==> src/rtl/st_align_buf_pkg.sv <==
// Shared store-path definitions: STsel codes and the AdES exception code.
`default_nettype none
package mips_defs;
  localparam logic [2:0] ST_B     = 3'b001;
  localparam logic [2:0] ST_H     = 3'b010;
  localparam logic [2:0] ST_W     = 3'b011;
  localparam logic [4:0] EXC_ADES = 5'd5;
endpackage
`default_nettype wire

==> src/rtl/st_align_buf_if.sv <==
// Store-request, load-hazard and memory-drain signal bundle for st_align_buf.
`default_nettype none
interface st_align_buf_if #(parameter int AW = 32);
  logic          st_valid;
  logic [2:0]    STsel;
  logic [AW-1:0] Addr;
  logic [31:0]   Din;
  logic          st_ready;
  logic          st_exc;
  logic [4:0]    ExcCode;
  logic [AW-1:0] ld_addr;
  logic          ld_hit;
  logic          mem_we;
  logic [AW-1:0] mem_addr;
  logic [3:0]    mem_be;
  logic [31:0]   mem_wdata;
  logic          mem_ack;
  logic          empty;

  modport master (
    output st_valid, STsel, Addr, Din, ld_addr, mem_ack,
    input  st_ready, st_exc, ExcCode, ld_hit, mem_we, mem_addr, mem_be, mem_wdata, empty
  );

  modport slave (
    input  st_valid, STsel, Addr, Din, ld_addr, mem_ack,
    output st_ready, st_exc, ExcCode, ld_hit, mem_we, mem_addr, mem_be, mem_wdata, empty
  );
endinterface
`default_nettype wire

==> src/rtl/st_align_buf_lane_gen.sv <==
// st_lane_gen: combinational byte-enable / lane-replicated data / alignment check.
`default_nettype none
module st_lane_gen
  import mips_defs::*;
(
  input  logic [1:0]  i_a,
  input  logic [2:0]  i_stsel,
  input  logic [31:0] i_din,
  output logic [3:0]  o_be,
  output logic [31:0] o_wdata,
  output logic        o_misaligned,
  output logic        o_code_ok
);
  always_comb begin
    o_be         = 4'b0000;
    o_wdata      = 32'h0;
    o_misaligned = 1'b0;
    o_code_ok    = 1'b0;
    case (i_stsel)
      ST_B: begin
        o_code_ok = 1'b1;
        o_be      = 4'b0001 << i_a;
        o_wdata   = {4{i_din[7:0]}};
      end
      ST_H: begin
        o_code_ok    = 1'b1;
        o_misaligned = i_a[0];
        o_be         = i_a[1] ? 4'b1100 : 4'b0011;
        o_wdata      = {2{i_din[15:0]}};
      end
      ST_W: begin
        o_code_ok    = 1'b1;
        o_misaligned = |i_a;
        o_be         = 4'b1111;
        o_wdata      = i_din;
      end
      default: ;
    endcase
  end
endmodule
`default_nettype wire

==> src/rtl/st_align_buf.sv <==
// st_align_buf: store alignment check, lane generation and in-order store FIFO
// draining to data memory, with same-word load hazard detection.
`default_nettype none
module st_align_buf
  import mips_defs::*;
#(
  parameter int DEPTH = 4,
  parameter int AW    = 32
) (
  input  logic clk,
  input  logic reset,
  st_align_buf_if.slave bus
);
  localparam int PW = $clog2(DEPTH);
  localparam logic [PW:0] C_FULL = (PW+1)'(DEPTH);
  localparam logic [PW:0] C_ONE  = (PW+1)'(1);
  localparam logic [PW-1:0] C_PONE = PW'(1);

  logic [PW:0]   r_count;
  logic [PW-1:0] r_wr;
  logic [PW-1:0] r_rd;
  logic          r_exc;

  logic [AW-3:0] r_waddr [DEPTH];
  logic [3:0]    r_be    [DEPTH];
  logic [31:0]   r_data  [DEPTH];

  logic [3:0]  w_be;
  logic [31:0] w_wdata;
  logic        w_mis;
  logic        w_code_ok;
  logic        w_ready;
  logic        w_we;
  logic        w_push;
  logic        w_pop;
  logic        w_hit;
  logic        w_unused;

  st_lane_gen u_lane (
    .i_a          (bus.Addr[1:0]),
    .i_stsel      (bus.STsel),
    .i_din        (bus.Din),
    .o_be         (w_be),
    .o_wdata      (w_wdata),
    .o_misaligned (w_mis),
    .o_code_ok    (w_code_ok)
  );

  assign w_ready  = (r_count != C_FULL);
  assign w_we     = (r_count != '0);
  assign w_push   = bus.st_valid & w_ready & w_code_ok & ~w_mis;
  assign w_pop    = bus.mem_ack & w_we;
  assign w_unused = ^bus.ld_addr[1:0];

  always_ff @(posedge clk or posedge reset) begin
    if (reset) begin
      r_count <= '0;
      r_wr    <= '0;
      r_rd    <= '0;
      r_exc   <= 1'b0;
    end else begin
      // Misalignment traps whether or not the FIFO has room.
      r_exc <= bus.st_valid & w_code_ok & w_mis;
      if (w_push) r_wr <= r_wr + C_PONE;
      if (w_pop)  r_rd <= r_rd + C_PONE;
      case ({w_push, w_pop})
        2'b10:   r_count <= r_count + C_ONE;
        2'b01:   r_count <= r_count - C_ONE;
        default: r_count <= r_count;
      endcase
    end
  end

  always_ff @(posedge clk) begin
    if (w_push) begin
      r_waddr[r_wr] <= bus.Addr[AW-1:2];
      r_be[r_wr]    <= w_be;
      r_data[r_wr]  <= w_wdata;
    end
  end

  // An entry is live when its distance from the read pointer is below count.
  always_comb begin
    w_hit = 1'b0;
    for (int i = 0; i < DEPTH; i++) begin
      if (({1'b0, PW'(i) - r_rd} < r_count) && (r_waddr[i] == bus.ld_addr[AW-1:2]))
        w_hit = 1'b1;
    end
  end

  assign bus.st_ready  = w_ready;
  assign bus.st_exc    = r_exc;
  assign bus.ExcCode   = r_exc ? EXC_ADES : 5'd0;
  assign bus.ld_hit    = w_hit;
  assign bus.mem_we    = w_we;
  assign bus.mem_addr  = w_we ? {r_waddr[r_rd], 2'b00} : '0;
  assign bus.mem_be    = w_we ? r_be[r_rd] : 4'b0000;
  assign bus.mem_wdata = w_we ? r_data[r_rd] : 32'h0;
  assign bus.empty     = ~w_we;
endmodule
`default_nettype wire

==> src/flat_wrapper.sv <==
// flat-port wrapper written by rule: the top's interface ports become plain ports
module st_align_buf_flat import mips_defs::*;
#(
  parameter int DEPTH = 4,
  parameter int AW    = 32
)
  (clk, reset, bus_st_valid, bus_STsel, bus_Addr, bus_Din, bus_ld_addr, bus_mem_ack, bus_st_ready, bus_st_exc, bus_ExcCode, bus_ld_hit, bus_mem_we, bus_mem_addr, bus_mem_be, bus_mem_wdata, bus_empty);
  st_align_buf_if #(.AW(AW)) bus_i ();
  input  logic clk;
  input  logic reset;
  input wire logic [$bits(bus_i.st_valid)-1:0] bus_st_valid;
  input wire logic [$bits(bus_i.STsel)-1:0] bus_STsel;
  input wire logic [$bits(bus_i.Addr)-1:0] bus_Addr;
  input wire logic [$bits(bus_i.Din)-1:0] bus_Din;
  input wire logic [$bits(bus_i.ld_addr)-1:0] bus_ld_addr;
  input wire logic [$bits(bus_i.mem_ack)-1:0] bus_mem_ack;
  output wire logic [$bits(bus_i.st_ready)-1:0] bus_st_ready;
  output wire logic [$bits(bus_i.st_exc)-1:0] bus_st_exc;
  output wire logic [$bits(bus_i.ExcCode)-1:0] bus_ExcCode;
  output wire logic [$bits(bus_i.ld_hit)-1:0] bus_ld_hit;
  output wire logic [$bits(bus_i.mem_we)-1:0] bus_mem_we;
  output wire logic [$bits(bus_i.mem_addr)-1:0] bus_mem_addr;
  output wire logic [$bits(bus_i.mem_be)-1:0] bus_mem_be;
  output wire logic [$bits(bus_i.mem_wdata)-1:0] bus_mem_wdata;
  output wire logic [$bits(bus_i.empty)-1:0] bus_empty;
  assign bus_i.st_valid = bus_st_valid;
  assign bus_i.STsel = bus_STsel;
  assign bus_i.Addr = bus_Addr;
  assign bus_i.Din = bus_Din;
  assign bus_i.ld_addr = bus_ld_addr;
  assign bus_i.mem_ack = bus_mem_ack;
  assign bus_st_ready = bus_i.st_ready;
  assign bus_st_exc = bus_i.st_exc;
  assign bus_ExcCode = bus_i.ExcCode;
  assign bus_ld_hit = bus_i.ld_hit;
  assign bus_mem_we = bus_i.mem_we;
  assign bus_mem_addr = bus_i.mem_addr;
  assign bus_mem_be = bus_i.mem_be;
  assign bus_mem_wdata = bus_i.mem_wdata;
  assign bus_empty = bus_i.empty;
  st_align_buf #(.DEPTH(DEPTH), .AW(AW)) u_core (.clk(clk), .reset(reset), .bus(bus_i));
endmodule
==> config.mk <==
export PLATFORM = sky130hd
export DESIGN_NAME = st_align_buf_flat
export DESIGN_NICKNAME = d
export VERILOG_FILES = /design/src/rtl/st_align_buf_pkg.sv /design/src/rtl/st_align_buf_if.sv /design/src/rtl/st_align_buf_lane_gen.sv /design/src/rtl/st_align_buf.sv /design/src/flat_wrapper.sv
export SDC_FILE = /design/constraint.sdc
export NUM_CORES = 1
export LEC_CHECK = 0
export BUFFER_PORTS_ARGS = -buffer_cell sky130_fd_sc_hd__buf_2
export CAP_MARGIN = 20
export CORE_MARGIN = 4
export CORE_UTILIZATION = 62
export DETAILED_ROUTE_END_ITERATION = 12
export HOLD_SLACK_MARGIN = 0.05
export MAX_ROUTING_LAYER = met4
export PLACE_DENSITY = 0.86
export SYNTH_ARGS = -nofsm -noshare
export SYNTH_HDL_FRONTEND = slang
export SYNTH_SLANG_ARGS = --single-unit
==> constraint.sdc <==
create_clock -name clk -period 6.44 [get_ports clk]
set_input_delay 0.966 -clock clk [delete_from_list [all_inputs] [get_ports clk]]
set_output_delay 0.966 -clock clk [all_outputs]
set_load 0.02 [all_outputs]
==> out/results.tsv <==
metric	value	unit
Hold/Removal Path Class	input port to asynchronous set/reset pin	
RSZ-0062 raised after global routing	false	
Cell variety after synth	36	
Least-Margin Pin Slew	0.9863	ns
initial core utilization	63.71	%
root buf cell	clkbuf_16	
via count	7356	
CTS Buffer Depth	3	
TritonRoute pass-1 iters	5	
hold_buf cts	0	
Reg area	8133	µm²
Slew headroom	34.25	%
Core Area	19650	µm²
area of the multi-input gates	4149	µm²
final setup fails	0	
Post-Route Skew	0.01082	ns
DR iter-0 viols	673	
number of flops mapped to enable cells by yosys	264	
Setup Fix Bufs, Post-CTS	0	
CP endpoint kind	output port	
run status	finished, final reports clean	
Die Y	150.1	µm
fillers	1206	
detailed-placement wirelength estimate	19160	µm
Cells after DPL	1168	
clock latency on the worst-skew pair	0.52	ns
max-slew violation total from the final report	0	
Finished Layout Cells	1221	
CP max FO	34	
max-cap violations	0	
Die X	150.1	µm
hold slack	0.3826	ns
synthesized cell area	12520	µm²
post-layout util	73.34	%
routed wire length	29340	µm
dominant synthesized flop cell	edfxtp_1	
GPL Wtd Cong	0.8717	
most common cell after layout, fill and taps aside	edfxtp_1	
IO buf count	173	
Buffers & Inverters on Critical Path	2	
pin count of the biggest net entering global routing	69	
I/O pins	181	
worst-path cell chain	xnor2_1, inv_1, ha_1, a2111o_1, a2111oi_0, nand4_1, nand4_1, buf_2	
layout cells sized above 1	32.32	%
global-route wire length before repair	43570	µm
final hold viol count	0	
Seq/Total Area, Yosys	64.91	%
htree depth	1	
Final ANT Viol Nets	0	
fin nets	1044	
Site Rows	51	
Synth Register Bits	272	
FMAX	234.6	MHz
max incr delay on CP	0.96	ns
grt total ovfl	0	
type of the worst setup path	flip-flop to output port	
PwrDens	391.6	nW/µm²
total track usage	26.90	%
VDD IR-drop max	0.2925	mV
Synth async-reset ratio	2.941	%
cells after synthesis	764	
CTS tree	yes	
static leakage	0.005114	µW
antenna violations before repair	5	
average cell area after synthesis	16.39	µm²
Yosys Warn Count	0	
CP max-delay cell	dfrtp_2	
final period utilization	66.18	%
average routed wire per standard cell	24.03	µm
DR vias/cell	6.025	
critical path data required time	5.47	ns
crit-path most repeated cell	nand4_1	
Period minus WS final	4.262	ns
P&R area growth vs syn	15.12	%
Clk pin slew, worst setup/hold paths	0.06	ns
drt drc	0	
Die ar.	22530	µm²
setup TNS	0	ns
number of buffers created by CTS	26	
most frequent cells in the layout	edfxtp_1, buf_2, xor2_1	
Startpoint Class	flip-flop	
clk sinks	272	
post-cts repair resize count	0	
vias in the first global route	7419	
WP data arrival	3.30	ns
CP delay by family, top	flip-flops	
## metrics by stage
| stage | setup WS (ns) | power (µW) | area, µm² |
|---|---|---|---|
| after detailed placement | 2.576 | 4204 | 13570 |
| after global placement | 2.615 | 4173 | 13570 |
| final | 2.178 | 5645 | 14420 |
| after floorplan | 2.718 | 3600 | 12540 |
| after global routing | 2.005 | 5896 | 14410 |
| after CTS | 2.162 | 5690 | 14400 |
## area by class of cell
class | instances | share of cell area, %
Clock buffer | 29 | 4.739
Antenna cell | 6 | 0.1042
Timing Repair Buffer | 180 | 6.371
Tap cell | 265 | 2.300
Sequential cell | 272 | 56.42
Inverter | 11 | 0.2864
Multi-Input combinational cell | 440 | 28.78
Clock inverter | 18 | 0.9982
## synth_stat cells (13+ instances only)
library cell	instances	area share, %
nor2b_1	70	3.5
xnor2_1	53	3.7
nand2_1	41	1.2
a21oi_1	31	1.2
xor2_1	75	5.2
clkbuf_1	21	0.63
edfxtp_1	264	63
mux4_2	66	12
buf_4	13	0.78
nand4_1	17	0.85
## kinds of logic after synthesis
kind of cell	Yosys count	share of synthesized area, %
AO/OA/AOI/OAI	43	1.968
XOR/XNOR	128	8.953
adder cells (fa/ha/maj)	10	1.059
buffers and inverters	56	2.118
flip-flops	272	64.91
multiplexers	79	13.03
other	1	0.02995
AND/OR/NAND/NOR	175	7.934
## worst register-to-register path, stage by stage, from the launching register on
cell and delay [ns]:
dfrtp_1 0.40, nor2_1 0.08, nand2_1 0.12, and3_1 0.33
and2_2 0.86, buf_4 0.58
## power breakdown
group | switching, µW | leakage, µW | internal, µW
combinational | 1130 | 0.00221 | 828
clock | 634 | 0.000403 | 843
sequential | 138 | 0.00250 | 2070
total | 1900 | 0.00511 | 3750
## registers in the layout (all words and copies together), names as in the netlist
register           flops
u_core.r_waddr       120
u_core.r_count         3
u_core.r_be           16
u_core.r_wr            2
u_core.bus.st_exc      1
u_core.r_data        128
u_core.r_rd            2
## worst paths after layout
| path | cells past startpoint | from | slack, ns | endpoint |
|---|---|---|---|---|
| worst max-delay path | 8 | u_core.r_rd[1] | 2.18 | bus_ld_hit |
| worst min-delay path | 2 | reset | 0.38 | u_core.bus.st_exc |
| worst max register to register | 5 | u_core.r_count[0] | 3.69 | u_core.r_waddr[3][28] |
| worst min register to register | 1 | u_core.r_count[0] | 0.52 | u_core.r_count[0] |
| max in group asynchronous | 2 | reset | 5.79 | u_core.r_rd[0] |
| min in group clk | 1 | u_core.r_count[0] | 0.52 | u_core.r_count[0] |
## layer usage
metal / part of all wire, % / global-route usage [%]
met1: 37 / 34.14
met5: 0 / -
met3: 9.7 / 5.178
met2: 51 / 45.30
met4: 2.4 / 7.136
No activity file was read; power rests on OpenSTA's default activity.
